`src/rtl/mult_share_arb_if.sv`:
```
`default_nettype none
// ============================================================================
// Module   : mult_share_arb_if
// Purpose  : Bundles the signals between the requesters, the multiplier
//            arbiter and the shared sequential multiplier.
//            slave  : arbiter view. It samples requests and the multiplier
//                     result, and drives grants, results and multiplier
//                     controls.
//            master : environment view (requesters plus multiplier).
// Ports    : req/req_mlier/req_mcand (request side)
//            gnt/done/prod/busy      (result side)
//            mul_start/mul_mlier/mul_mcand/mul_prodt/mul_valid (multiplier)
//            err (only when MULT_ARB_TIMEOUT_EN is defined)
// Revision : 1.0  initial release
// ============================================================================
interface mult_share_arb_if #(
  parameter int NREQ = 4,
  parameter int W    = 32
);
  logic [NREQ-1:0]   req;
  logic [NREQ*W-1:0] req_mlier;
  logic [NREQ*W-1:0] req_mcand;
  logic [NREQ-1:0]   gnt;
  logic [NREQ-1:0]   done;
  logic [2*W-1:0]    prod;
  logic              busy;
  logic              mul_start;
  logic [W-1:0]      mul_mlier;
  logic [W-1:0]      mul_mcand;
  logic [2*W-1:0]    mul_prodt;
  logic              mul_valid;
`ifdef MULT_ARB_TIMEOUT_EN
  logic              err;

  modport slave (
    input  req, req_mlier, req_mcand, mul_prodt, mul_valid,
    output gnt, done, prod, busy, mul_start, mul_mlier, mul_mcand, err
  );
  modport master (
    output req, req_mlier, req_mcand, mul_prodt, mul_valid,
    input  gnt, done, prod, busy, mul_start, mul_mlier, mul_mcand, err
  );
`else
  modport slave (
    input  req, req_mlier, req_mcand, mul_prodt, mul_valid,
    output gnt, done, prod, busy, mul_start, mul_mlier, mul_mcand
  );
  modport master (
    output req, req_mlier, req_mcand, mul_prodt, mul_valid,
    input  gnt, done, prod, busy, mul_start, mul_mlier, mul_mcand
  );
`endif
endinterface
`default_nettype wire

```
`src/rtl/mult_share_arb.sv`:
```
`default_nettype none
// ============================================================================
// Module   : mult_share_arb
// Purpose  : Round-robin arbiter/sequencer that shares one sequential
//            W x W multiplier among NREQ requesters. It latches the winner's
//            operands, holds mul_start until the multiplier reports valid,
//            captures the 2W-bit product and pulses done to the owner. It
//            then keeps mul_start low for at least two cycles.
// Ports    : clock  rising-edge clock
//            reset  asynchronous active-high reset
//            bus    mult_share_arb_if.slave (requests, grants, multiplier link)
// Options  : MULT_ARB_TIMEOUT_EN  adds err and aborts a RUN that lasts
//                                 TIMEOUT cycles without mul_valid
// Revision : 1.0  initial release
// ============================================================================
module mult_share_arb #(
  parameter int NREQ    = 4,
  parameter int W       = 32,
  parameter int TIMEOUT = 40
) (
  input  wire logic       clock,
  input  wire logic       reset,
  mult_share_arb_if.slave bus
);

  localparam int PW = (NREQ > 1) ? $clog2(NREQ) : 1;

  typedef enum logic [1:0] {
    ST_IDLE = 2'd0,
    ST_RUN  = 2'd1,
    ST_DONE = 2'd2
  } state_t;

  state_t            r_state, w_state;
  logic [PW-1:0]     r_ptr, w_ptr;
  logic [PW-1:0]     r_owner, w_owner;
  logic [NREQ-1:0]   r_gnt, w_gnt;
  logic [NREQ-1:0]   r_done, w_done;
  logic [2*W-1:0]    r_prod, w_prod;
  logic              r_start, w_start;
  logic [W-1:0]      r_mlier, w_mlier;
  logic [W-1:0]      r_mcand, w_mcand;

  logic              w_found;
  logic [PW-1:0]     w_pick;
  logic [PW:0]       w_idx;

`ifdef MULT_ARB_TIMEOUT_EN
  localparam int CW = $clog2(TIMEOUT + 1);
  logic              r_err, w_err;
  logic [CW-1:0]     r_cnt, w_cnt;
`endif

  // Round-robin scan: first set request at or above r_ptr, wrapping modulo NREQ.
  always_comb begin
    w_found = 1'b0;
    w_pick  = '0;
    w_idx   = '0;
    for (int i = 0; i < NREQ; i++) begin
      w_idx = {1'b0, r_ptr} + (PW+1)'(i);
      if (w_idx >= (PW+1)'(NREQ)) w_idx = w_idx - (PW+1)'(NREQ);
      if (!w_found && bus.req[w_idx[PW-1:0]]) begin
        w_found = 1'b1;
        w_pick  = w_idx[PW-1:0];
      end
    end
  end

  // Next-state and next-output logic.
  always_comb begin
    w_state = r_state;
    w_ptr   = r_ptr;
    w_owner = r_owner;
    w_gnt   = r_gnt;
    w_done  = '0;
    w_prod  = r_prod;
    w_start = r_start;
    w_mlier = r_mlier;
    w_mcand = r_mcand;
`ifdef MULT_ARB_TIMEOUT_EN
    w_err   = 1'b0;
    w_cnt   = r_cnt;
`endif
    case (r_state)
      ST_IDLE: begin
        if (w_found) begin
          w_state = ST_RUN;
          w_owner = w_pick;
          w_gnt   = NREQ'(1) << w_pick;
          // Operands are frozen here; the requester may change them afterwards.
          w_mlier = bus.req_mlier[w_pick*W +: W];
          w_mcand = bus.req_mcand[w_pick*W +: W];
          w_start = 1'b1;
`ifdef MULT_ARB_TIMEOUT_EN
          w_cnt   = '0;
`endif
        end
      end
      ST_RUN: begin
        if (bus.mul_valid) begin
          w_prod  = bus.mul_prodt;
          w_done  = r_gnt;
          w_start = 1'b0;
          w_state = ST_DONE;
        end
`ifdef MULT_ARB_TIMEOUT_EN
        else if (r_cnt == CW'(TIMEOUT - 1)) begin
          w_prod  = '0;
          w_done  = r_gnt;
          w_err   = 1'b1;
          w_start = 1'b0;
          w_state = ST_DONE;
        end else begin
          w_cnt = r_cnt + 1'b1;
        end
`endif
      end
      ST_DONE: begin
        // The DONE cycle plus the following IDLE cycle give the multiplier a
        // start-low gap of at least two cycles.
        w_ptr   = (r_owner == PW'(NREQ - 1)) ? '0 : r_owner + 1'b1;
        w_gnt   = '0;
        w_state = ST_IDLE;
      end
      default: begin
        w_state = ST_IDLE;
        w_gnt   = '0;
        w_start = 1'b0;
      end
    endcase
  end

  always_ff @(posedge clock or posedge reset) begin
    if (reset) begin
      r_state <= ST_IDLE;
      r_ptr   <= '0;
      r_owner <= '0;
      r_gnt   <= '0;
      r_done  <= '0;
      r_prod  <= '0;
      r_start <= 1'b0;
      r_mlier <= '0;
      r_mcand <= '0;
`ifdef MULT_ARB_TIMEOUT_EN
      r_err   <= 1'b0;
      r_cnt   <= '0;
`endif
    end else begin
      r_state <= w_state;
      r_ptr   <= w_ptr;
      r_owner <= w_owner;
      r_gnt   <= w_gnt;
      r_done  <= w_done;
      r_prod  <= w_prod;
      r_start <= w_start;
      r_mlier <= w_mlier;
      r_mcand <= w_mcand;
`ifdef MULT_ARB_TIMEOUT_EN
      r_err   <= w_err;
      r_cnt   <= w_cnt;
`endif
    end
  end

  assign bus.gnt       = r_gnt;
  assign bus.done      = r_done;
  assign bus.prod      = r_prod;
  assign bus.busy      = (r_state != ST_IDLE);
  assign bus.mul_start = r_start;
  assign bus.mul_mlier = r_mlier;
  assign bus.mul_mcand = r_mcand;
`ifdef MULT_ARB_TIMEOUT_EN
  assign bus.err       = r_err;
`endif

endmodule
`default_nettype wire

```
`src/flat_wrapper.sv`:
```
// flat-port wrapper written by rule: the top's interface ports become plain ports
module mult_share_arb_flat 
#(
  parameter int NREQ    = 4,
  parameter int W       = 32,
  parameter int TIMEOUT = 40
)
  (clock, reset, bus_req, bus_req_mlier, bus_req_mcand, bus_mul_prodt, bus_mul_valid, bus_gnt, bus_done, bus_prod, bus_busy, bus_mul_start, bus_mul_mlier, bus_mul_mcand);
  mult_share_arb_if #(.NREQ(NREQ), .W(W)) bus_i ();
  input  wire logic clock;
  input  wire logic reset;
  input wire logic [$bits(bus_i.req)-1:0] bus_req;
  input wire logic [$bits(bus_i.req_mlier)-1:0] bus_req_mlier;
  input wire logic [$bits(bus_i.req_mcand)-1:0] bus_req_mcand;
  input wire logic [$bits(bus_i.mul_prodt)-1:0] bus_mul_prodt;
  input wire logic [$bits(bus_i.mul_valid)-1:0] bus_mul_valid;
  output wire logic [$bits(bus_i.gnt)-1:0] bus_gnt;
  output wire logic [$bits(bus_i.done)-1:0] bus_done;
  output wire logic [$bits(bus_i.prod)-1:0] bus_prod;
  output wire logic [$bits(bus_i.busy)-1:0] bus_busy;
  output wire logic [$bits(bus_i.mul_start)-1:0] bus_mul_start;
  output wire logic [$bits(bus_i.mul_mlier)-1:0] bus_mul_mlier;
  output wire logic [$bits(bus_i.mul_mcand)-1:0] bus_mul_mcand;
  assign bus_i.req = bus_req;
  assign bus_i.req_mlier = bus_req_mlier;
  assign bus_i.req_mcand = bus_req_mcand;
  assign bus_i.mul_prodt = bus_mul_prodt;
  assign bus_i.mul_valid = bus_mul_valid;
  assign bus_gnt = bus_i.gnt;
  assign bus_done = bus_i.done;
  assign bus_prod = bus_i.prod;
  assign bus_busy = bus_i.busy;
  assign bus_mul_start = bus_i.mul_start;
  assign bus_mul_mlier = bus_i.mul_mlier;
  assign bus_mul_mcand = bus_i.mul_mcand;
  mult_share_arb #(.NREQ(NREQ), .W(W), .TIMEOUT(TIMEOUT)) u_core (.clock(clock), .reset(reset), .bus(bus_i));
endmodule
```
`config.mk`:
```
export PLATFORM = sky130hd
export DESIGN_NAME = mult_share_arb_flat
export DESIGN_NICKNAME = d
export VERILOG_FILES = /design/src/rtl/mult_share_arb_if.sv /design/src/rtl/mult_share_arb.sv /design/src/flat_wrapper.sv
export SDC_FILE = /design/constraint.sdc
export NUM_CORES = 1
export LEC_CHECK = 0
export CORE_AREA = 2 2 179 181
export CTS_CLUSTER_SIZE = 20
export DETAILED_ROUTE_END_ITERATION = 7
export DIE_AREA = 0 0 181 183
export DONT_BUFFER_PORTS = 1
export HOLD_SLACK_MARGIN = 0.1
export PLACE_DENSITY_LB_ADDON = 0.08
export SLEW_MARGIN = 20
export SYNTH_ARGS = -nofsm -noshare
export SYNTH_HDL_FRONTEND = slang
export SYNTH_SLANG_ARGS = --single-unit
```
`constraint.sdc`:
```
create_clock -name clock -period 6.1 [get_ports clock]
set_input_delay 1.22 -clock clock [delete_from_list [all_inputs] [get_ports clock]]
set_output_delay 1.22 -clock clock [all_outputs]
set_load 0.02 [all_outputs]
```
* Yosys cells after proc, flatten, opt, wreduce, memory -nomap -nowiden
Index checks and enable logic that the tools add are counted.
** Storage, ports and cells
- Register bits after elaboration :: 143
- Input bits :: 327
- Logic and storage cells :: 79
- Output and inout port bits :: 138
** Operators by class
- Add/sub/neg operators :: 8
- Shifts and indexed selects :: 3
- Bitwise gates (word level) :: 2
- $lt $le $gt $ge :: 8
- Mux-type cells :: 31
- Equality and inequality tests :: 5
- Reduce and logical (&&, ||, !) cells :: 13
** Operators with widths (number)
- 128-bit by 8-bit indexed part select with 32-bit output :: 2
- 2-bit 2-to-1 mux :: 11
- 2-bit by 3-bit less-than comparator with 1-bit output, second input constant :: 4
- 4-bit 2-to-1 mux :: 3
- 1-bit 2-to-1 mux :: 10
- 3-bit >= comparator, second input constant :: 3
- 1-bit binary-select mux with 2-bit select :: 4
- 4-bit one-hot mux with 2 select lines :: 1
- 2-bit AND reduction :: 4
- 2-bit by 1-bit subtractor with 2-bit output, second input constant :: 4
- 2-bit by 2-bit adder with 3-bit output, second input constant :: 2
- 2-bit == test, second input constant :: 2
- 2-bit one-hot mux with 2 select lines :: 1
- 1-bit by 2-bit left shift with 4-bit output, first input constant :: 1
- 2-bit by 1-bit adder with 3-bit output, second input constant :: 1
- 2-bit by 3-bit >= comparator with 1-bit output, second input constant :: 1
- 1-bit logical AND :: 3
- 1-bit zero test :: 3
- 1-bit one-hot mux with 3 select lines :: 1
- 3-bit AND reduction :: 1
- 2-bit by 1-bit adder with 2-bit output, second input constant :: 1
- 2-bit by 1-bit == test with 1-bit output, second input constant :: 1
- 2-bit zero test :: 1
- 2-bit by 1-bit inequality test with 1-bit output, second input constant :: 1
- 3 further kinds :: 4

* Depth between registers and ports, before layout
- Word-level depth :: 17
- Gate-level depth with buffers :: 8
- Gate-level depth less buffers :: 4

* Worst setup path before layout
OpenSTA, ideal clock, no wires.
- Path kind :: in2reg
- Start point :: in bus_req[3]
- End point :: reg u_core.r_mlier[11], in the netlist u_core.bus.mul_mlier[11]
- Path buffers :: 3
- Path slack :: 3625 ps
- Stages on the path :: 7
- Setup time :: 131 ps
- Data required time :: 5969 ps
- Arrival :: 2344 ps
- Cell sequence :: buf_2 > and4b_1 > a211o_1 > buf_4 > buf_6 > a21oi_1 > a31oi_1
** On the way
- Cells in the longest elaborated chain, start to end :: 13
- Elaborated cells between the ends (all ways) :: 24
- Classes of those cells :: shift: 1; mux: 16; reduce/logical: 7
** Ends and longest elaborated chain
- from (decl) :: line flat_wrapper.sv:12 : input wire logic [$bits(bus_i.req)-1:0] bus_req;
- 1-bit binary-select mux with 2-bit select :: line mult_share_arb.sv:62 : if (!w_found && bus.req[w_idx[PW-1:0]]) begin
- 1-bit 2-to-1 mux (implied by the code) :: line mult_share_arb.sv:62
- 1-bit 2-to-1 mux :: line mult_share_arb.sv:62
- 1-bit zero test :: line mult_share_arb.sv:62
- 1-bit logical AND :: line mult_share_arb.sv:62
- 1-bit 2-to-1 mux :: line mult_share_arb.sv:62
- 1-bit zero test :: line mult_share_arb.sv:62
- 1-bit logical AND :: line mult_share_arb.sv:62
- 1-bit 2-to-1 mux :: line mult_share_arb.sv:62
- 1-bit zero test :: line mult_share_arb.sv:62
- 1-bit logical AND :: line mult_share_arb.sv:62
- 2-bit 2-to-1 mux or 1-bit 2-to-1 mux (tied branches) :: line mult_share_arb.sv:62
- 128-bit by 8-bit indexed part select with 32-bit output or 2-bit AND reduction (tied branches)
- to (signal assigned) :: line mult_share_arb.sv:156 : r_mlier <= w_mlier;
- to (decl) :: line mult_share_arb.sv:41 : logic [W-1:0] r_mlier, w_mlier;
Parallel ways exist; a longest one is shown, timed or not. The select of a mux whose other input is x is not followed.
A chain may end at the register's enable or synchronous reset.

* Worst setup path in the final report
- Start point :: in bus_req[0]
- End point :: reg u_core.r_mcand[18], in the netlist u_core.bus.mul_mcand[18]
** On the way
- Cells in the longest elaborated chain, start to end :: 13
- Elaborated cells between the ends (all ways) :: 24
- Classes of those cells :: shift: 1; mux: 16; reduce/logical: 7
** Ends and longest elaborated chain
- 1-bit binary-select mux with 2-bit select :: line mult_share_arb.sv:62
- 1-bit 2-to-1 mux (implied by the code) :: line mult_share_arb.sv:62
- 1-bit 2-to-1 mux :: line mult_share_arb.sv:62
- 1-bit zero test :: line mult_share_arb.sv:62
- 1-bit logical AND :: line mult_share_arb.sv:62
- 1-bit 2-to-1 mux :: line mult_share_arb.sv:62
- 1-bit zero test :: line mult_share_arb.sv:62
- 1-bit logical AND :: line mult_share_arb.sv:62
- 1-bit 2-to-1 mux :: line mult_share_arb.sv:62
- 1-bit zero test :: line mult_share_arb.sv:62
- 1-bit logical AND :: line mult_share_arb.sv:62
- 2-bit 2-to-1 mux or 1-bit 2-to-1 mux (tied branches) :: line mult_share_arb.sv:62
- 128-bit by 8-bit indexed part select with 32-bit output or 2-bit AND reduction (tied branches)
- to (signal assigned) :: line mult_share_arb.sv:157 : r_mcand <= w_mcand;
- to (decl) :: line mult_share_arb.sv:42 : logic [W-1:0] r_mcand, w_mcand;
Parallel ways exist; a longest one is shown, timed or not. The select of a mux whose other input is x is not followed.

==> impl_metrics.py <==
metrics = {
    "clocking": {
        "clk_latency_ns": 0.43,
        "post_cts_resized": 0,
        "clock_path_buffers": 2,
        "cts_hold_buf": 0,
        "cts_tree": "yes",
        "ctsRootBufferMaster": "clkbuf_16",
        "clock-sinks": 143,
        "clk_pin_slew_ns": 0.07,
        "cts_buffers": 17,
        "cts-htree-levels": 4,
        "post_cts_buffers": 0,
    },
    "timing": {
        "finalSetupViolations": 0,
        "min_period_ns": 2.88,
        "rsz0062_at_grt": "false",
        "clock_skew_ns": 0.0155,
        "slew_headroom_pct": 28.0,
        "fmax_mhz": 347,
        "worstMarginPinSlew_ns": 1.08,
        "worst_slack_ns": 3.22,
        "final-hold-violation-count": 0,
        "tns_ns": 0,
        "maxSlewViolCount": 0,
        "min_period_over_period_pct": 47.2,
    },
    "detailed_routing": {
        "postRouteAntennaNets": 0,
        "wire_per_inst_um": 27.1,
        "dr_total_vias": 6161,
        "wirelength_um": 30000,
        "drc": 0,
        "viasPerCell": 5.57,
        "drtIter0Drc": 462,
        "drt-pass1-iter-count": 4,
    },
    "logic_synthesis": {
        "synth_top_cells_by_area": "dfrtp_1, mux2_2, a22oi_1",
        "synth-async-reset-ratio_pct": 100,
        "synthesis.area_sq_um": 7620,
        "synth_edf_count": 0,
        "ys_ff_latch": 143,
        "yosysWarnings": 0,
        "synth_ff_type": "dfrtp_1",
        "synth_seq_area_share_pct": 47.0,
        "synth_cells": 743,
        "yosysUniqueCellTypes": 42,
        "syn-num-nets": 1071,
        "syn_avg_cell_area_sq_um": 10.3,
        "synth_top_area_share_pct": 47.0,
        "yosysTopAreaCell": "dfrtp_1",
    },
    "placed_design": {
        "place_congestion": 0.838,
        "port-buffer-count": 0,
        "dp_slack_ns": 2.80,
        "hpwl_um": 21200,
    },
    "die": {
        "fp.dieW_um": 181,
        "core_sq_um": 31200,
        "die_area_sq_um": 33100,
        "fp.dieH_um": 183,
        "row_count": 65,
        "ios": 465,
        "start_util_pct": 24.4,
    },
    "global_route": {
        "grt_overflow": 0,
        "grt_pass1_vias": 6504,
        "grt_first_pass_wirelength_um": 42800,
        "antenna_found_initial": 6,
        "grt_max_degree": 91,
        "grt_usage_pct": 17.4,
    },
    "setup_path": {
        "critPathLaunchType": "input pin",
        "crit_type": "in -> reg",
        "critPathMaxFanout": 55,
        "critical_path_required_ns": 6.45,
        "worst_ep_arrival_time_ns": 3.23,
        "end_kind": "register",
    },
    "min_path": {
        "hold_class": "reg -> reg",
    },
    "final_layout": {
        "fin_nets": 1015,
        "final_util_pct": 26.7,
        "final_layout_size_suffix_gt1_share_pct": 19.6,
        "area_growth_pct": 9.30,
    },
    "run_status": {
        "status": "finished, final reports clean",
    },
    "power_and_ir_drop": {
        "vdd.ir_drop.worst_v": 0.000179,
        "leakagePower_nw": 3.21,
        "power_density_nw_per_um2": 616,
    },
    "job": {
        "timing.max_cap.violations": 0,
    },
}
-- path summary, 6_finish.rpt --
path,cells past startpoint,slack (ns),from,endpoint
max,5,3.22,bus_req[0],u_core.bus.mul_mcand[18]$_DFFE_PP0P_
max reg2reg,5,3.46,u_core.r_ptr[1]$_DFFE_PP0N_,u_core.bus.mul_mcand[18]$_DFFE_PP0P_
min reg2reg,2,0.49,u_core.r_owner[1]$_DFFE_PP0P_,u_core.r_owner[1]$_DFFE_PP0P_
max in group asynchronous,2,3.99,reset,u_core.bus.mul_mcand[0]$_DFFE_PP0P_
min in group asynchronous,1,0.78,reset,u_core.bus.prod[0]$_DFFE_PP0P_
min,2,0.49,u_core.r_owner[1]$_DFFE_PP0P_,u_core.r_owner[1]$_DFFE_PP0P_
-- worst max-delay path: stages --
cell and delay [ns]:
or2_4 0.26, a221oi_4 0.57, buf_4 0.68, a22oi_1 0.27, a31oi_1 0.17
-- area by class of cell --
type,count,area (sq um)
Fill cell,3341,22900
Sequential cell,143,3580
Multi-Input combinational cell,511,3560
Tap cell,402,503
Clock buffer,18,439
Clock inverter,14,144
Timing Repair Buffer,9,67.6
Inverter,5,23.8
Antenna cell,5,12.5
-- state kept, by name, indices dropped and copies added (netlist names) --
register              count
u_core.bus.mul_mcand     32
u_core.r_state            2
u_core.bus.mul_start      1
u_core.bus.mul_mlier     32
u_core.bus.prod          64
u_core.bus.gnt            4
u_core.r_owner            2
u_core.r_ptr              2
u_core.bus.done           4
-- synth_stat cells (2+ instances only) --
master	instances
and3_1	64
nand2b_1	3
buf_6	14
a21oi_1	54
a31oi_1	64
o21ai_1	3
or2_4	2
nor3_1	2
nor2_1	74
dfrtp_1	143
buf_2	24
a22oi_1	64
inv_1	5
o211ai_1	64
nand2_1	8
a21oi_2	17
clkbuf_1	39
nor2b_1	2
buf_8	2
and2_1	4
mux2_2	65
o21ai_0	3
buf_4	4
-- where the power goes --
part           internal (mW)  total (mW)  switching, mW
Sequential              1.43        2.43           1.00
Combinational          0.657        1.64          0.985
Clock                  0.588        1.06          0.474
-- stage by stage --
stage	instance area, sq um	instances	power (mW)	hold WS, ns
floorplan	7620	743	3.66	0.459
global placement	7730	1070	4.08	0.483
detailed placement	7730	1070	4.12	0.482
CTS	8310	1102	5.20	0.498
global route	8320	1104	5.46	0.553
finish	8320	1107	5.13	0.494
-- cell usage in the layout (no fill, tap or decap), types with 2 or more instances in the layout --
cell,count
o21ai_0,3
o211ai_1,64
dfrtp_1,143
inv_6,6
nor2_1,74
inv_1,4
nor3_1,2
o21ai_1,2
nand2_1,8
a22oi_1,64
a21oi_1,54
and2_1,4
or2_4,3
clkinvlp_4,3
a31oi_1,64
nor2b_1,2
buf_4,9
mux2_2,65
nand2b_1,3
inv_8,3
diode_2,5
and3_1,64
a21oi_2,16
clkbuf_16,17
-- kinds of logic (layout without fill, tap and decap cells) --
group / count (synthesis) / in the layout / share of synthesized area, %
AND/OR/NAND/NOR: 166 / 166 / 11.3
buffers and inverters: 89 / 46 / 6.87
flip-flops: 143 / 143 / 47.0
multiplexers: 65 / 65 / 9.61
other: 0 / 5 / 0
AO/OA/AOI/OAI: 279 / 279 / 25.1
adder cells (fa/ha/maj): 1 / 1 / 0.164
-- routing by layer --
layer / vias to the layer above / track usage [%] / part of all wire [%]
met5: - / 0 / 0
met4: 0 / 5.01 / 1.8
met3: 28 / 7.23 / 11
met2: 393 / 30.6 / 51
met1: 3048 / 19.3 / 37
li1: 2692 / - / -
Power figures use the tool's default switching activity.
